--- src/rtl/alu_result_display_if.sv ---
// Result handshake between the ALU operation outputs and the display converter.
// A result transfers on a rising edge where res_valid and res_ready are both high; the producer holds res_data stable until then.
interface alu_result_display_if;
   logic       res_valid;
   logic [5:0] res_data;
   logic       res_ready;

   modport master (output res_valid, output res_data, input res_ready);
   modport slave  (input res_valid, input res_data, output res_ready);
endinterface

--- src/rtl/alu_result_display.sv ---
// Converts a 6-bit unsigned ALU result to two BCD digits by double-dabble
// and drives the active-low HEX1 (tens) / HEX0 (units) seven-segment digits.
module alu_result_display #(
   parameter bit BLANK_LZ = 1'b1
) (
   input  logic                        clk,
   input  logic                        rst,
   alu_result_display_if.slave         res,
   output logic                        busy,
   output logic [6:0]                  hex0,
   output logic [6:0]                  hex1,
   output logic [1:0]                  state_dbg
);

   localparam logic [1:0] IDLE  = 2'd0;
   localparam logic [1:0] SHIFT = 2'd1;
   localparam logic [1:0] LOAD  = 2'd2;

   localparam logic [6:0] SEG_ZERO  = 7'b1000000;
   localparam logic [6:0] SEG_BLANK = 7'b1111111;

   logic [1:0] state;
   logic [5:0] sreg;
   logic [7:0] bcd;
   logic [2:0] step;
   logic [7:0] bcd_adj;

   function automatic logic [3:0] add3(input logic [3:0] n);
      return (n >= 4'd5) ? n + 4'd3 : n;
   endfunction

   // Nibble values 10-15 cannot occur; they fall through to blank.
   function automatic logic [6:0] seg7(input logic [3:0] n);
      case (n)
         4'd0:    return 7'b1000000;
         4'd1:    return 7'b1111001;
         4'd2:    return 7'b0100100;
         4'd3:    return 7'b0110000;
         4'd4:    return 7'b0011001;
         4'd5:    return 7'b0010010;
         4'd6:    return 7'b0000010;
         4'd7:    return 7'b1111000;
         4'd8:    return 7'b0000000;
         4'd9:    return 7'b0010000;
         default: return SEG_BLANK;
      endcase
   endfunction

   assign bcd_adj = {add3(bcd[7:4]), add3(bcd[3:0])};

   always_ff @(posedge clk) begin
      if (rst) begin
         state <= IDLE;
         sreg  <= '0;
         bcd   <= '0;
         step  <= '0;
         hex0  <= SEG_ZERO;
         hex1  <= BLANK_LZ ? SEG_BLANK : SEG_ZERO;
      end else begin
         case (state)
            IDLE: begin
               if (res.res_valid) begin
                  sreg  <= res.res_data;
                  bcd   <= '0;
                  step  <= '0;
                  state <= SHIFT;
               end
            end
            SHIFT: begin
               // Tens never exceeds 6, so the bit shifted out of bcd_adj[7] is always 0.
               bcd  <= {bcd_adj[6:0], sreg[5]};
               sreg <= {sreg[4:0], 1'b0};
               step <= step + 3'd1;
               if (step == 3'd5)
                  state <= LOAD;
            end
            LOAD: begin
               hex0 <= seg7(bcd[3:0]);
               hex1 <= (BLANK_LZ && bcd[7:4] == 4'd0) ? SEG_BLANK : seg7(bcd[7:4]);
               state <= IDLE;
            end
            default: state <= IDLE;
         endcase
      end
   end

   assign res.res_ready = (state == IDLE);
   assign busy          = (state == SHIFT) || (state == LOAD);
   assign state_dbg     = state;

endmodule

--- src/flat_wrapper.sv ---
// flat-port wrapper written by rule: the top's interface ports become plain ports
module alu_result_display_flat 
#(
   parameter bit BLANK_LZ = 1'b1
)
  (clk, rst, busy, hex0, hex1, state_dbg, res_res_valid, res_res_data, res_res_ready);
  alu_result_display_if res_i ();
  input  logic clk;
  input  logic rst;
  output logic busy;
  output logic [6:0] hex0;
  output logic [6:0] hex1;
  output logic [1:0] state_dbg;
  input wire logic [$bits(res_i.res_valid)-1:0] res_res_valid;
  input wire logic [$bits(res_i.res_data)-1:0] res_res_data;
  output wire logic [$bits(res_i.res_ready)-1:0] res_res_ready;
  assign res_i.res_valid = res_res_valid;
  assign res_i.res_data = res_res_data;
  assign res_res_ready = res_i.res_ready;
  alu_result_display #(.BLANK_LZ(BLANK_LZ)) u_core (.clk(clk), .rst(rst), .res(res_i), .busy(busy), .hex0(hex0), .hex1(hex1), .state_dbg(state_dbg));
endmodule
--- config.mk ---
export PLATFORM = sky130hd
export DESIGN_NAME = alu_result_display_flat
export DESIGN_NICKNAME = d
export VERILOG_FILES = /design/src/rtl/alu_result_display_if.sv /design/src/rtl/alu_result_display.sv /design/src/flat_wrapper.sv
export SDC_FILE = /design/constraint.sdc
export NUM_CORES = 1
export LEC_CHECK = 0
export ABC_AREA = 1
export CAP_MARGIN = 20
export CORE_MARGIN = 2
export CORE_UTILIZATION = 45
export DETAILED_ROUTE_END_ITERATION = 10
export MAX_ROUTING_LAYER = met4
export PLACE_DENSITY = 0.67
export RECOVER_POWER = 50
export SYNTH_ARGS = -nofsm -noshare
export SYNTH_HDL_FRONTEND = slang
export SYNTH_SLANG_ARGS = --single-unit
export TNS_END_PERCENT = 30
--- constraint.sdc ---
create_clock -name clk -period 5.2 [get_ports clk]
set_clock_uncertainty 0.15 [all_clocks]
set_input_delay 1.56 -clock clk [delete_from_list [all_inputs] [get_ports clk]]
set_output_delay 1.56 -clock clk [all_outputs]
set_load 0.005 [all_outputs]
Word level (Yosys, flattened, before mapping) --
Memories as Yosys holds them, arrays and structs flattened. A register that Yosys moved wholly into a read port is not among the register bits. Cells that the tools add are included.
Word-level totals: bits in registers 26, output and inout bits 18, RAM bits 0, latch bits 0, memories kept 2, logic and storage cells 37, input port bits 9, memory bits (read-only) 224
Operators by class: mux-type cells 14, reduce and logical (&&, ||, !) cells 6, multipliers 0, $add $sub $neg 3, equal/unequal tests 5, bitwise operators 0, divide/modulo/power cells 0, magnitude comparators 2, shifts and indexed selects 0
Memory list:
- (name not given) | words 16, width 7, read ports 1, clocked after memory_dff 1, write ports 0, RTL line alu_result_display.sv:34 | case (n)
- (name not given) | words 16, width 7, read ports 1, clocked after memory_dff 1, write ports 0, RTL line alu_result_display.sv:34
Operators with widths (number):
- 8-bit one-hot mux with 2 select lines | 1
- 4-bit 2-to-1 mux | 3
- 6-bit one-hot mux with 2 select lines | 1
- 4-bit by 3-bit greater-or-equal comparator with 1-bit output (second input constant) | 2
- 8-bit 2-to-1 mux | 1
- 7-bit 2-to-1 mux | 1
- 3-bit 2-to-1 mux | 2
- 6-bit 2-to-1 mux | 1
- 3-bit one-hot mux with 2 select lines | 1
- 4-bit by 2-bit adder with 4-bit output (second input constant) | 1
- 4-bit zero test | 1
- 2-bit 2-to-1 mux | 2
- 2-bit one-hot mux with 2 select lines | 1
- 2-bit AND reduction | 2
- 3-bit by 1-bit adder with 3-bit output (second input constant) | 1
- 3-bit by 2-bit adder with 3-bit output (second input constant) | 1
- 3-bit equality test (second input constant) | 1
- 2-bit by 1-bit equality test with 1-bit output (second input constant) | 1
- 2-bit equality test (second input constant) | 1
- 2-bit zero test | 1
- 2-bit by 1-bit != test with 1-bit output (second input constant) | 1
- 2-bit != test (second input constant) | 1
- 2-bit nonzero test | 1
- 1-bit logical OR | 1

Logic depth before layout (Yosys ltp) --
word-level depth 5, gate-level depth with buffers 14, mapped depth without buffers 14

Worst setup path before layout --
Ideal clock, no wire load.
path type input to register, start point input port res_res_valid, end point register (tool-made name), arrival 2.750 ns, required time 4.932 ns, buffers on the path 0, setup slack 2.182 ns, setup time 0.118 ns, stages on the path 12, cell sequence inv_1 > nand2_4 > nand2_4 > inv_2 > nand3_1 > a21oi_2 > inv_1 > ha_1 > nand3_1 > nand2_1 > nand2_1 > nand2_1
RTL lines:
- from (decl) | RTL line flat_wrapper.sv:14 | input wire logic [$bits(res_i.res_valid)-1:0] res_res_valid;

==> summary.md <==
| Metric | Value |
|---|---|
| Status | complete, but fails checks |
| Violations in the final reports | max-capacitance violations |
| Hold Crit Endpoint | u_core.hex1[4] |
| Starting Density | 46.6% |
| Gr ovfl total | 0 |
| Syn Nets | 284 |
| Core Util, Final | 54.5% |
| Syn-to-layout area delta | 16.8% |
| Worst hold path type | reg2reg |
| Worst-margin pin slew | 1480 ps |
| Register bit total from synthesis | 40 |
| Most used cell, CP | nand2_1 |
| Number of global-route vias before repair | 1558 |
| Residual DRC | 0 |
| Buf/Inv on CP | 3 |
| Critical Path End Type | register |
| Share of the synthesized area in the top cell type | 39.4% |
| ANT nets after route | 0 |
| Post-DP HPWL | 2870 um |
| Cell family with most CP delay | compound AO/OA/AOI/OAI gates |
| Critical-path cell list | dlygate4sd3_1 > inv_1 > nand2_1 > o21ai_0 > nand2_2 > a21oi_2 > inv_1 > ha_1 > nand3_1 > nand2_1 > nand2_1 > nand2_1 |
| # port buffers | 26 |
| Post-CTS Setup Bufs | 0 |
| Clock-pin slew on the worst setup and hold paths | 80 ps |
| FMAX | 259 MHz |
| Clk Latency, worst-skew pair | 290 ps |
| Vias per std cell | 4.95 |
| Core Footprint | 4350 um2 |
| RSZ-0062 raised after global routing | no |
| Library cells used by synthesis | 29 |
| Die Ht | 71.2 um |
| First-pass GRT wire length | 7090 um |
| VDD IR max | 0.000210 V |
| Pwr/cell area | 373 nW/um2 |
| Initial antenna violation count | 0 |
| Most used DFF post-synth | dfxtp_1 |
| Post-route insts no fill | 337 |
| Post-CTS Resized | 0 |
| CP Class | in2reg |
| # placed instances | 329 |
| Hold Fails Final Rpt | 0 |
| Most common cell in the netlist | nand2_1 |
| Sink Count | 40 |
| Hold Crit Depth | 2 |
| Rows | 24 |
| Post-CTS Hold Fix Bufs | 0 |
| Area contributors post-synth | dfxtp_1 39%, nand2_1 12%, ha_1 10% |
| Iter 0 DRT Violations | 94 |
| Pre-antenna DRT Iters | 4 |
| Final period utilization | 74.4% |
| Async set-or-reset flop fraction in the synthesized netlist | 0% |
| YS warnings | 0 |
| CTS tree | yes |
| Largest area contributor in the netlist | dfxtp_1 |
| IO Pins | 27 |
| Leakage power | 1.04 nW |
| Worst R2R Start | u_core.state_dbg[1] |
| CTS buffer count | 5 |
| Routed wire length per instance | 11.8 um |
| Share of the yosys chip area belonging to registers | 39.4% |
| Slowest-stage cell, CP | o21ai_0 |
| Syn avg cell area | 7.87 um2 |
| Max_slew headroom | 0.407% |
| Routability cong. | 0.863 |
| Diode count | 0 |
| Share of layout cells above drive strength 1 | 7.72% |
| Worst Path Arrival | 3890 ps |
| Die area | 5070 um2 |
| Root Driver | clkbuf_8 |
| Synth cell count leaders | 66 x nand2_1, 40 x dfxtp_1, 25 x inv_1, 18 x o21ai_0, 17 x ha_1 |
| Setup crit start kind | primary input |
| GRT Total Usage | 17.8% |
| Post-synthesis cell count | 258 |
| Max Slew Vio Count | 0 |
| Largest net degree at the start of global routing | 29 |
| Final setup viols | 0 |
| FF-to-FF path depth | 11 |
| Total power | 884 uW |
| Fin nets | 310 |
| Die Span X | 71.2 um |
| Slowest cell delay on critical path | 550 ps |
| CTS max path bufs | 2 |
| Post-Syn Area | 2030 um2 |
| Tmin final | 3870 ps |
| Post-synth EDFFs | 0 |
| Worst endpoint required time | 5230 ps |
| Vias | 1668 |
| Routed Wire Length | 3990 um |
| CP Max Fanout | 9 |
| Setup TNS | 0 ps |
| Max_cap viols | 1 |
| CTS H-tree depth | 2 |
| Reg2Reg Setup Slack | 1870 ps |
==> stage by stage <==
| step | cell area, um2 | setup slack, ps | hold slack [ps] |
|---|---|---|---|
| 6_report | 2370 | 1330 | 299 |
| 5_1_grt | 2370 | 998 | 314 |
| 4_1_cts | 2400 | 1780 | 302 |
| 3_5_place_dp | 2320 | 1480 | 282 |
| 3_3_place_gp | 2320 | 1570 | 275 |
| 2_1_floorplan | 2030 | 2180 | 272 |
==> worst min-delay path, stage by stage, from the launching register on <==
cell     delay (ps)
dfxtp_1         310
o22ai_1          60
nand2_1          50
==> layout by cell type, fill, tap and decap left out, types with 2 or more instances in the layout <==
cell	count
nand2_1	69
dfxtp_1	40
inv_1	26
o21ai_0	19
ha_1	17
dlygate4sd3_1	15
nand3_1	13
a21oi_1	13
nor2_1	12
clkdlybuf4s50_1	11
o22ai_1	8
a31oi_1	5
o211ai_1	5
clkbuf_8	5
nand2_2	3
nand2_4	3
nand4_1	2
inv_2	2
nand3b_1	2
clkinv_4	2
xor2_1	2
a211oi_1	2
clkinv_2	2
==> worst max-delay path by stage <==
stage                       start       end  depth (start not counted)  slack, ps
floorplan           res_res_valid  register                         12       2180
global placement    res_res_valid  register                         13       1570
detailed placement  res_res_valid  register                         13       1480
CTS                 res_res_valid  register                         13       1780
global route        res_res_valid  register                         13       1000
finish              res_res_valid  register                         12       1330
==> report_power, final <==
part	total (mW)	leakage [nW]	internal (mW)	switching (mW)
sequential	0.380	0.325	0.353	0.0266
combinational	0.302	0.669	0.122	0.180
clock	0.202	0.0479	0.0935	0.109
total	0.884	1.04	0.569	0.315
==> area by class of cell <==
type / count / area [um2]
clock buffer: 5 / 68.8
clock inverter: 3 / 18.8
fill: 432 / 1980
inverter: 30 / 120
multi-input combinational: 180 / 1030
sequential: 40 / 801
tap: 52 / 65.1
timing repair buffer: 27 / 264
==> layer usage <==
layer | vias up | global-route usage [%] | wire, um
met5 | - | - | 0
met4 | 0 | 5.24 | 36
met3 | 4 | 4.13 | 126
met2 | 29 | 26.9 | 1720
met1 | 730 | 23.7 | 2100
li1 | 905 | - | -
==> kinds of logic (layout without fill, tap and decap cells) <==
group           after synthesis  in the layout  share of synthesized area, %
xor+xnor                      2              2                         0.863
compound gates               56             56                          17.5
flops                        40             40                          39.4
simple gates                105            105                          23.5
buf+inv                      38             65                          8.26
fa+ha+maj                    17             17                          10.5
Note: power is estimated with default switching activity, not from simulation.
